===== src/rtl/pipe_pkg.sv =====
// Shared types and constants for the pipeline hazard/stall sequencer.
package pipe_pkg;

    typedef enum logic [0:0] {
        IDLE     = 1'b0,
        MDU_BUSY = 1'b1
    } state_e;

    localparam logic [4:0] REG_ZERO       = 5'd0;
    localparam int         MUL_CYCLES_DEF = 4;
    localparam int         DIV_CYCLES_DEF = 32;
    localparam int         MDU_CNT_W      = 6;
    localparam int         PERF_CNT_W     = 32;

    // A DEC source operand collides with the EX destination.
    function automatic logic src_hit(input logic       use_i,
                                     input logic [4:0] ra_i,
                                     input logic [4:0] wra_i);
        return use_i && (ra_i == wra_i);
    endfunction

endpackage


===== src/rtl/pipeline_ctrl_hazard_detect.sv =====
// Combinational hazard terms: load-use interlock and MDU result/resource hazard.
module pipeline_ctrl_hazard_detect
    import pipe_pkg::*;
(
    input  logic [4:0] dec_ra1_i,
    input  logic [4:0] dec_ra2_i,
    input  logic       dec_use1_i,
    input  logic       dec_use2_i,
    input  logic [4:0] ex_wra_i,
    input  logic       ex_reg_we_i,
    input  logic       ex_is_load_i,
    input  logic       dec_mdu_start_i,
    input  logic       dec_mdu_read_i,
    input  logic       mdu_busy_i,
    output logic       lu_o,
    output logic       md_o
);

    // Register 0 is hardwired, so a load targeting it never interlocks.
    always_comb begin
        lu_o = ex_is_load_i && ex_reg_we_i && (ex_wra_i != REG_ZERO) &&
               (src_hit(dec_use1_i, dec_ra1_i, ex_wra_i) ||
                src_hit(dec_use2_i, dec_ra2_i, ex_wra_i));
        md_o = mdu_busy_i && (dec_mdu_read_i || dec_mdu_start_i);
    end

endmodule


===== src/rtl/pipeline_ctrl.sv =====
// Stall/flush sequencer for the five-stage pipeline with MDU tracking
// and stall/flush performance counters.
//
// state    | meaning
// ---------+-------------------------------------------------------------
// IDLE     | no multiply/divide in flight; a start may be accepted
// MDU_BUSY | MDU running; count_q holds remaining busy cycles (N..1)
//
// MUL_CYCLES and DIV_CYCLES must be within 1..63 to fit the 6-bit count.
module pipeline_ctrl
    import pipe_pkg::*;
#(
    parameter int MUL_CYCLES = MUL_CYCLES_DEF,
    parameter int DIV_CYCLES = DIV_CYCLES_DEF
) (
    input  logic        clk,
    input  logic        rstn,
    input  logic [4:0]  i_dec_ra1,
    input  logic [4:0]  i_dec_ra2,
    input  logic        i_dec_use1,
    input  logic        i_dec_use2,
    input  logic [4:0]  i_ex_wra,
    input  logic        i_ex_regWe,
    input  logic        i_ex_isLoad,
    input  logic        i_dec_mdu_start,
    input  logic        i_dec_mdu_isDiv,
    input  logic        i_dec_mdu_read,
    input  logic        i_ex_brTaken,
    input  logic        i_mem_busy,
    output logic        o_stall_if,
    output logic        o_stall_dec,
    output logic        o_stall_ex,
    output logic        o_stall_mem,
    output logic        o_flush_dec,
    output logic        o_flush_ex,
    output logic        o_mdu_go,
    output logic        o_mdu_busy,
    output logic        o_mdu_done,
    output logic [31:0] o_stall_cnt,
    output logic [31:0] o_flush_cnt
);

    localparam logic [MDU_CNT_W-1:0] MUL_LOAD = MDU_CNT_W'(MUL_CYCLES);
    localparam logic [MDU_CNT_W-1:0] DIV_LOAD = MDU_CNT_W'(DIV_CYCLES);

    if (MUL_CYCLES < 1 || MUL_CYCLES > 63 || DIV_CYCLES < 1 || DIV_CYCLES > 63) begin : g_bad_cycles
        $error("pipeline_ctrl: MUL_CYCLES/DIV_CYCLES must be within 1..63");
    end

    state_e                 state_q, state_d;
    logic [MDU_CNT_W-1:0]   count_q, count_d;
    logic                   done_q, done_d;
    logic [PERF_CNT_W-1:0]  stall_cnt_q, flush_cnt_q;
    logic                   lu, md;

    pipeline_ctrl_hazard_detect u_hazard (
        .dec_ra1_i       (i_dec_ra1),
        .dec_ra2_i       (i_dec_ra2),
        .dec_use1_i      (i_dec_use1),
        .dec_use2_i      (i_dec_use2),
        .ex_wra_i        (i_ex_wra),
        .ex_reg_we_i     (i_ex_regWe),
        .ex_is_load_i    (i_ex_isLoad),
        .dec_mdu_start_i (i_dec_mdu_start),
        .dec_mdu_read_i  (i_dec_mdu_read),
        .mdu_busy_i      (o_mdu_busy),
        .lu_o            (lu),
        .md_o            (md)
    );

    assign o_mdu_busy  = (state_q == MDU_BUSY);
    assign o_mdu_done  = done_q;
    assign o_stall_cnt = stall_cnt_q;
    assign o_flush_cnt = flush_cnt_q;

    // Prioritised stall/flush decode; a mem freeze outranks a branch flush,
    // and a taken branch discards whatever hazard the wrong-path DEC op had.
    always_comb begin
        o_stall_if  = 1'b0;
        o_stall_dec = 1'b0;
        o_stall_ex  = 1'b0;
        o_stall_mem = 1'b0;
        o_flush_dec = 1'b0;
        o_flush_ex  = 1'b0;
        if (!rstn) begin
            o_stall_if = 1'b0;
        end else if (i_mem_busy) begin
            o_stall_if  = 1'b1;
            o_stall_dec = 1'b1;
            o_stall_ex  = 1'b1;
            o_stall_mem = 1'b1;
        end else if (i_ex_brTaken) begin
            o_flush_dec = 1'b1;
        end else if (lu || md) begin
            o_stall_if  = 1'b1;
            o_stall_dec = 1'b1;
            o_flush_ex  = 1'b1;
        end
        o_mdu_go = rstn && i_dec_mdu_start && !o_mdu_busy && !i_mem_busy &&
                   !i_ex_brTaken && !lu;
    end

    // MDU FSM next state; the count keeps running through mem freezes.
    always_comb begin
        state_d = state_q;
        count_d = count_q;
        done_d  = 1'b0;
        case (state_q)
            IDLE: begin
                if (o_mdu_go) begin
                    state_d = MDU_BUSY;
                    count_d = i_dec_mdu_isDiv ? DIV_LOAD : MUL_LOAD;
                end
            end
            MDU_BUSY: begin
                count_d = count_q - MDU_CNT_W'(1);
                if (count_q == MDU_CNT_W'(1)) begin
                    state_d = IDLE;
                    done_d  = 1'b1;
                end
            end
            default: begin
                state_d = IDLE;
                count_d = '0;
            end
        endcase
    end

    // MDU state, remaining-cycle count and registered done pulse.
    always_ff @(posedge clk or negedge rstn) begin
        if (!rstn) begin
            state_q <= IDLE;
            count_q <= '0;
            done_q  <= 1'b0;
        end else begin
            state_q <= state_d;
            count_q <= count_d;
            done_q  <= done_d;
        end
    end

    // Performance counters, free-running and wrapping.
    always_ff @(posedge clk or negedge rstn) begin
        if (!rstn) begin
            stall_cnt_q <= '0;
            flush_cnt_q <= '0;
        end else begin
            if (o_stall_dec) begin
                stall_cnt_q <= stall_cnt_q + PERF_CNT_W'(1);
            end
            if (o_flush_dec || o_flush_ex) begin
                flush_cnt_q <= flush_cnt_q + PERF_CNT_W'(1);
            end
        end
    end

endmodule


===== config.mk =====
export PLATFORM = sky130hd
export DESIGN_NAME = pipeline_ctrl
export DESIGN_NICKNAME = d
export VERILOG_FILES = /design/src/rtl/pipe_pkg.sv /design/src/rtl/pipeline_ctrl_hazard_detect.sv /design/src/rtl/pipeline_ctrl.sv
export SDC_FILE = /design/constraint.sdc
export NUM_CORES = 1
export LEC_CHECK = 0
export BUFFER_PORTS_ARGS = -buffer_cell sky130_fd_sc_hd__buf_2
export CAP_MARGIN = 30
export CELL_PAD_IN_SITES_DETAIL_PLACEMENT = 1
export CELL_PAD_IN_SITES_GLOBAL_PLACEMENT = 1
export CORE_MARGIN = 8
export CORE_UTILIZATION = 45
export CTS_BUF_LIST = sky130_fd_sc_hd__clkbuf_8
export CTS_CLUSTER_DIAMETER = 150
export CTS_CLUSTER_SIZE = 16
export DETAILED_ROUTE_END_ITERATION = 16
export HOLD_SLACK_MARGIN = 0.02
export PLACE_DENSITY = 0.85
export SYNTH_ARGS = -nofsm -noshare
export SYNTH_HDL_FRONTEND = slang
export SYNTH_HIERARCHICAL = 1
export SYNTH_SLANG_ARGS = --single-unit

===== constraint.sdc =====
create_clock -name clk -period 4.8 [get_ports clk]
set_input_delay 0.96 -clock clk [delete_from_list [all_inputs] [get_ports clk]]
set_output_delay 0.96 -clock clk [all_outputs]
set_load 0.01 [all_outputs]

==> results of run 1 <==
[final timing paths]
check / startpoint / endpoint / slack [ns] / cells after the start
max: i_ex_wra[1] / o_stall_if / 0.69 / 8
min: o_flush_cnt[31]$_DFFE_PN0P_ / o_flush_cnt[31]$_DFFE_PN0P_ / 0.46 / 1
max reg2reg: o_mdu_busy$_DFF_PN0_ / o_flush_cnt[23]$_DFFE_PN0P_ / 2.47 / 5
min reg2reg: o_flush_cnt[31]$_DFFE_PN0P_ / o_flush_cnt[31]$_DFFE_PN0P_ / 0.46 / 1
max in group asynchronous: rstn / o_stall_cnt[14]$_DFFE_PN0P_ / 3.56 / 2
min in group asynchronous: rstn / o_stall_cnt[16]$_DFFE_PN0P_ / 0.51 / 1
[area by class of cell]
cell class / count / area share [%]
Inverter: 8 / 0.685
Clock inverter: 4 / 1.57
Timing Repair Buffer: 102 / 11.9
Sequential cell: 72 / 41.1
Tap cell: 102 / 2.91
Clock buffer: 11 / 3.45
Multi-Input combinational cell: 241 / 38.4
[routing by layer]
metal	wire (um)	share of wire, %
met1	4630	45
met2	4890	48
met3	544	5.3
met4	159	1.6
met5	0	0
[power breakdown]
part / internal (mW) / switching (mW)
registers: 0.684 / 0.113
logic: 0.158 / 0.187
clock network: 0.316 / 0.223
[worst max-delay path: stages]
cell and delay [ns]:
buf_2 0.13, or4_1 0.55, o211ai_2 0.15, a21oi_1 0.11, o21ba_2 0.28, o21ai_0 0.47, inv_1 0.28, buf_2 0.22
[per-stage QoR]
step / util [%] / worst slack, ns / area (um^2) / power [mW] / cells
after global placement: 53.9 / 0.821 / 4170 / 1.12 / 525
after global routing: 56.8 / 0.524 / 4390 / 1.77 / 540
after detailed placement: 53.9 / 0.742 / 4170 / 1.15 / 525
final: 56.8 / 0.691 / 4390 / 1.68 / 540
after CTS: 56.8 / 0.703 / 4390 / 1.70 / 540
after floorplan: - / 1.08 / 3570 / 0.992 / 333
[sequential cells by signal, summed over array words and instances, names as in the netlist]
| signal | flops |
|---|---|
| o_mdu_done | 1 |
| o_stall_cnt | 32 |
| count_q | 6 |
| o_mdu_busy | 1 |
| o_flush_cnt | 32 |
[cell usage in the layout (no fill, tap or decap), drive strengths merged, types with 3 or more instances in the layout]
cell and instances:
nand4 17, ha 4, nor4 14, and2 3
a21oi 3, and4 8, dfrtp 72, inv 9
clkbuf 11, xnor2 32, buf 102, and3 10
nor2 8, nor3 23, nand3 27, nand2 21
nand2b 3, xor2 43
[cell families (layout without fill, tap and decap cells)]
group | Yosys count | after routing | share of synthesized area, %
buffers and inverters | 20 | 125 | 2.66
flip-flops | 72 | 72 | 50.4
AND/OR/NAND/NOR | 144 | 144 | 23.0
XOR/XNOR | 75 | 75 | 18.4
AO/OA/AOI/OAI | 14 | 14 | 3.01
adder cells (fa/ha/maj) | 4 | 4 | 1.40
multiplexers | 4 | 4 | 1.19
==> results_dict.tcl, run 1 <==
set metrics [dict create \
    hold_viol_final 0 \
    h-tree-depth 3 \
    cts.path.max_buffers 2 \
    drv_cap 0 \
    ios 99 \
    synth_ff_type "dfrtp_1" \
    hpwl_mm 7.58 \
    dieArea_um2 11100 \
    post_cts_buffers 0 \
    nFillCells 888 \
    timing.fmax_ghz 0.243 \
    critPathCaptureType "output port" \
    grt_busiest_layer "met2" \
    area_growth_pct 22.7 \
    maxSlewHeadroom_pct 38.5 \
    diodes 0 \
    met2_usage_pct 30.7 \
    fin_setup_tns_ns 0 \
    numCtsBuffers 9 \
    fin_nets 464 \
    rsz0062_at_grt "false" \
    power_density_nw_per_um2 383 \
    coreArea_um2 7730 \
    cts_resized 0 \
    clk_pin_slew_ns 0.07 \
    synth_warnings 6 \
    synth.cells.most_frequent "dfrtp_1, xor2_1, xnor2_1" \
    die_y_um 105 \
    wl_per_cell_um 18.9 \
    cts_sinks 72 \
    yosysSeqAreaShare_pct 50.4 \
    detail-route-antenna-nets 0 \
    synth_largest_area_cell "dfrtp_1" \
    syn_area_um2 3570 \
    grt_first_pass_wirelength_mm 17.2 \
    wl_mm 10.2 \
    insertion_delay_ns 0.34 \
    vias 2979 \
    postSynth.asyncResetShare_pct 100 \
    drt_iter0_markers 92 \
    use_met1_pct 24.4 \
    hold_buffers 0 \
    ir_drop_mv 0.296 \
    postSynthAreaPerCell_um2 10.7 \
    synth_top_area_share_pct 50.4 \
    cts-root-buf "clkbuf_8" \
    min_period_ns 4.11 \
    synth_area_leaders "dfrtp_1, xor2_1, xnor2_1" \
    multi_input_area_um2 1680 \
    hold_slack_ns 0.465 \
    slew_viol_final 0 \
    synth.distinct_cells 40 \
    post-route-period-util_pct 85.6 \
    ys_seq_elements 72 \
    crit_type "input pin to output port" \
    synthesis.nets 363 \
    grt_use_met3_pct 4.61 \
    fin_worst_skew_ns 0.00661 \
    initial_core_util_pct 46.3 \
    drc 0 \
    synth-edff-count 0 \
    cp.required_ns 3.84 \
    grt_overflow 0 \
    die_w_um 105 \
    p_leak_nw 2.29 \
    antenna_found_initial 0 \
    gp_congestion 0.821 \
    finalSetupViolCount 0 \
    cts_tree "done" \
    worst_ep_arrival_time_ns 3.15 \
    worstMarginPinSlew_ns 0.916 \
    yosysMostFrequentCell "dfrtp_1" \
    syn_inst 333 \
    drive_gt1_share_pct 28.8 \
    grt_max_degree 34 \
    path_max_fanout 8 \
    place.port_buffers 98 \
    grt_pass1_vias 3202 \
    regArea_um2 1800 \
    cp-start-kind "input pin" \
    hold_path_class "flip-flop to flip-flop" \
    outcome "complete, no violations" \
    rows 32 \
    grt_usage_pct 19.1 \
    firstDrtPassIters 6 \
    vias_per_cell 5.52 \
]
No activity file was read; power rests on OpenSTA's default activity.
==> run 2: changes to the inputs <==
--- a/config.mk
+++ b/config.mk
@@ -7,12 +7,12 @@
 export LEC_CHECK = 0
 export BUFFER_PORTS_ARGS = -buffer_cell sky130_fd_sc_hd__buf_2
 export CAP_MARGIN = 30
-export CELL_PAD_IN_SITES_DETAIL_PLACEMENT = 1
+export CELL_PAD_IN_SITES_DETAIL_PLACEMENT = 0
 export CELL_PAD_IN_SITES_GLOBAL_PLACEMENT = 1
+export CORE_ASPECT_RATIO = 0.9
 export CORE_MARGIN = 8
 export CORE_UTILIZATION = 45
 export CTS_BUF_LIST = sky130_fd_sc_hd__clkbuf_8
-export CTS_CLUSTER_DIAMETER = 150
 export CTS_CLUSTER_SIZE = 16
 export DETAILED_ROUTE_END_ITERATION = 16
 export HOLD_SLACK_MARGIN = 0.02
==> run 2 against run 1 <==
Net effect:
- non-clock buffer count shrank 1
- wire length down 13%
- global-route usage down 2.5 points
- first-iteration DRC count shrank 1.1%
- critical endpoint is now o_stall_dec
- worst setup slack gained 0.036 ns
- utilization shrank 0.67 points
- maximum frequency grew 0.89%
- via count is 4.9% lower
- critical path depth is the same
- sequential power is 1% lower
- clock skew is 0.00081 ns higher
- combinational power down 4%
==> results_dict.tcl, run 2 (same netlist as run 1, synthesis figures left out) <==
set metrics [dict create \
    fin_worst_skew_ns 0.00742 \
    firstDrtPassIters 4 \
    cts_tree "done" \
    post-route-period-util_pct 84.9 \
    cts-root-buf "clkbuf_8" \
    grt_pass1_vias 2817 \
    regArea_um2 1800 \
    nFillCells 724 \
    slew_viol_final 0 \
    cts_resized 0 \
    maxSlewHeadroom_pct 42.1 \
    drt_iter0_markers 91 \
    dieArea_um2 11100 \
    place.port_buffers 98 \
    cp.required_ns 3.84 \
    fin_ws_ns 0.727 \
    fin_nets 463 \
    fin_setup_tns_ns 0 \
    grt_usage_pct 16.7 \
    layout.cells.most_common "buf_2" \
    grt_overflow 0 \
    hold_buffers 0 \
    numCtsBuffers 9 \
    grt_first_pass_wirelength_mm 14.6 \
    cts.path.max_buffers 2 \
    multi_input_area_um2 1680 \
    cts_sinks 72 \
    hold_path_class "flip-flop to flip-flop" \
    cp-start-kind "input pin" \
    coreArea_um2 7870 \
    detail-route-antenna-nets 0 \
    diodes 0 \
    drv_cap 0 \
    h-tree-depth 3 \
    antenna_found_initial 0 \
    insertion_delay_ns 0.34 \
    die_y_um 101 \
    post_cts_buffers 0 \
    worst_ep_arrival_time_ns 3.11 \
    outcome "complete, no violations" \
    min_period_ns 4.07 \
    vias_per_cell 5.27 \
    critPathCaptureType "output port" \
    hold_viol_final 0 \
    drive_gt1_share_pct 28.8 \
    clk_pin_slew_ns 0.08 \
    path_max_fanout 8 \
    ios 99 \
    finalSetupViolCount 0 \
    initial_core_util_pct 45.4 \
    vias 2832 \
    area_growth_pct 23.6 \
    rsz0062_at_grt "false" \
    post-place-ws_ns 0.739 \
    ir_drop_mv 0.259 \
    wl_per_cell_um 16.6 \
    worstMarginPinSlew_ns 0.862 \
    drc 0 \
    die_w_um 110 \
    crit_type "input pin to output port" \
    gp_congestion 0.796 \
    rows 31 \
    grt_max_degree 50 \
    power_density_nw_per_um2 397 \
    wl_mm 8.94 \
    p_leak_nw 2.30 \
    layout_common_cells "buf_2, dfrtp_1, xor2_1" \
    timing.fmax_ghz 0.246 \
    hpwl_mm 6.61 \
]
## run 2: cell types whose count changed in the layout (fill, tap and decap cells not counted), sizes merged
cell	previous run	this run
clkbuf	11	9
clkinvlp	0	2
inv	9	8
buf	102	101
bufinv	2	4
## run 2: cell type report
class / instances / area share, %
tap: 99 / 2.80
multi-input combinational: 241 / 38.0
timing repair buffer: 101 / 11.7
clock buffer: 9 / 2.80
clock inverter: 7 / 3.26
sequential: 72 / 40.8
inverter: 8 / 0.680
## run 2: power by group
group          switching, mW  internal, mW
sequential             0.104         0.684
combinational          0.175         0.156
clock                  0.236         0.399
total                  0.515          1.24
## run 2: worst paths after layout
kind | endpoint | cells after the start | start | slack (ns)
setup reg to reg | o_flush_cnt[25]$_DFFE_PN0P_ | 5 | o_mdu_busy$_DFF_PN0_ | 2.54
min in group asynchronous | o_stall_cnt[0]$_DFFE_PN0P_ | 1 | rstn | 0.53
hold reg to reg | o_stall_cnt[31]$_DFFE_PN0P_ | 1 | o_stall_cnt[31]$_DFFE_PN0P_ | 0.47
max in group asynchronous | o_stall_cnt[27]$_DFFE_PN0P_ | 2 | rstn | 3.31
setup / recovery | o_stall_dec | 8 | i_ex_wra[1] | 0.73
hold / removal | o_stall_cnt[31]$_DFFE_PN0P_ | 1 | o_stall_cnt[31]$_DFFE_PN0P_ | 0.47
## run 2: worst max-delay path, stage by stage
cell and delay [ns]:
buf_2 0.13, or4_1 0.58, o211ai_2 0.17, a21oi_1 0.11
o21ba_2 0.27, o21ai_0 0.44, inv_1 0.25, buf_2 0.21
## run 2: metrics by stage
stage                     instances  hold WS, ns  area [um^2]  total power, mW  util (%)
after floorplan                 333        0.464         3570            0.992         -
after global placement          521        0.452         4150             1.12      52.7
after detailed placement        521        0.461         4150             1.13      52.7
after CTS                       537        0.472         4420             1.77      56.1
after global routing            537        0.503         4420             1.85      56.1
final                           537        0.469         4420             1.75      56.1
## run 2: layer usage
layer,track usage (%),up-vias,routed length (um)
met5,0,-,0
met4,4.88,0,103
met3,4.16,8,508
met2,25.4,65,4190
met1,22.7,1369,4140
li1,-,1390,-
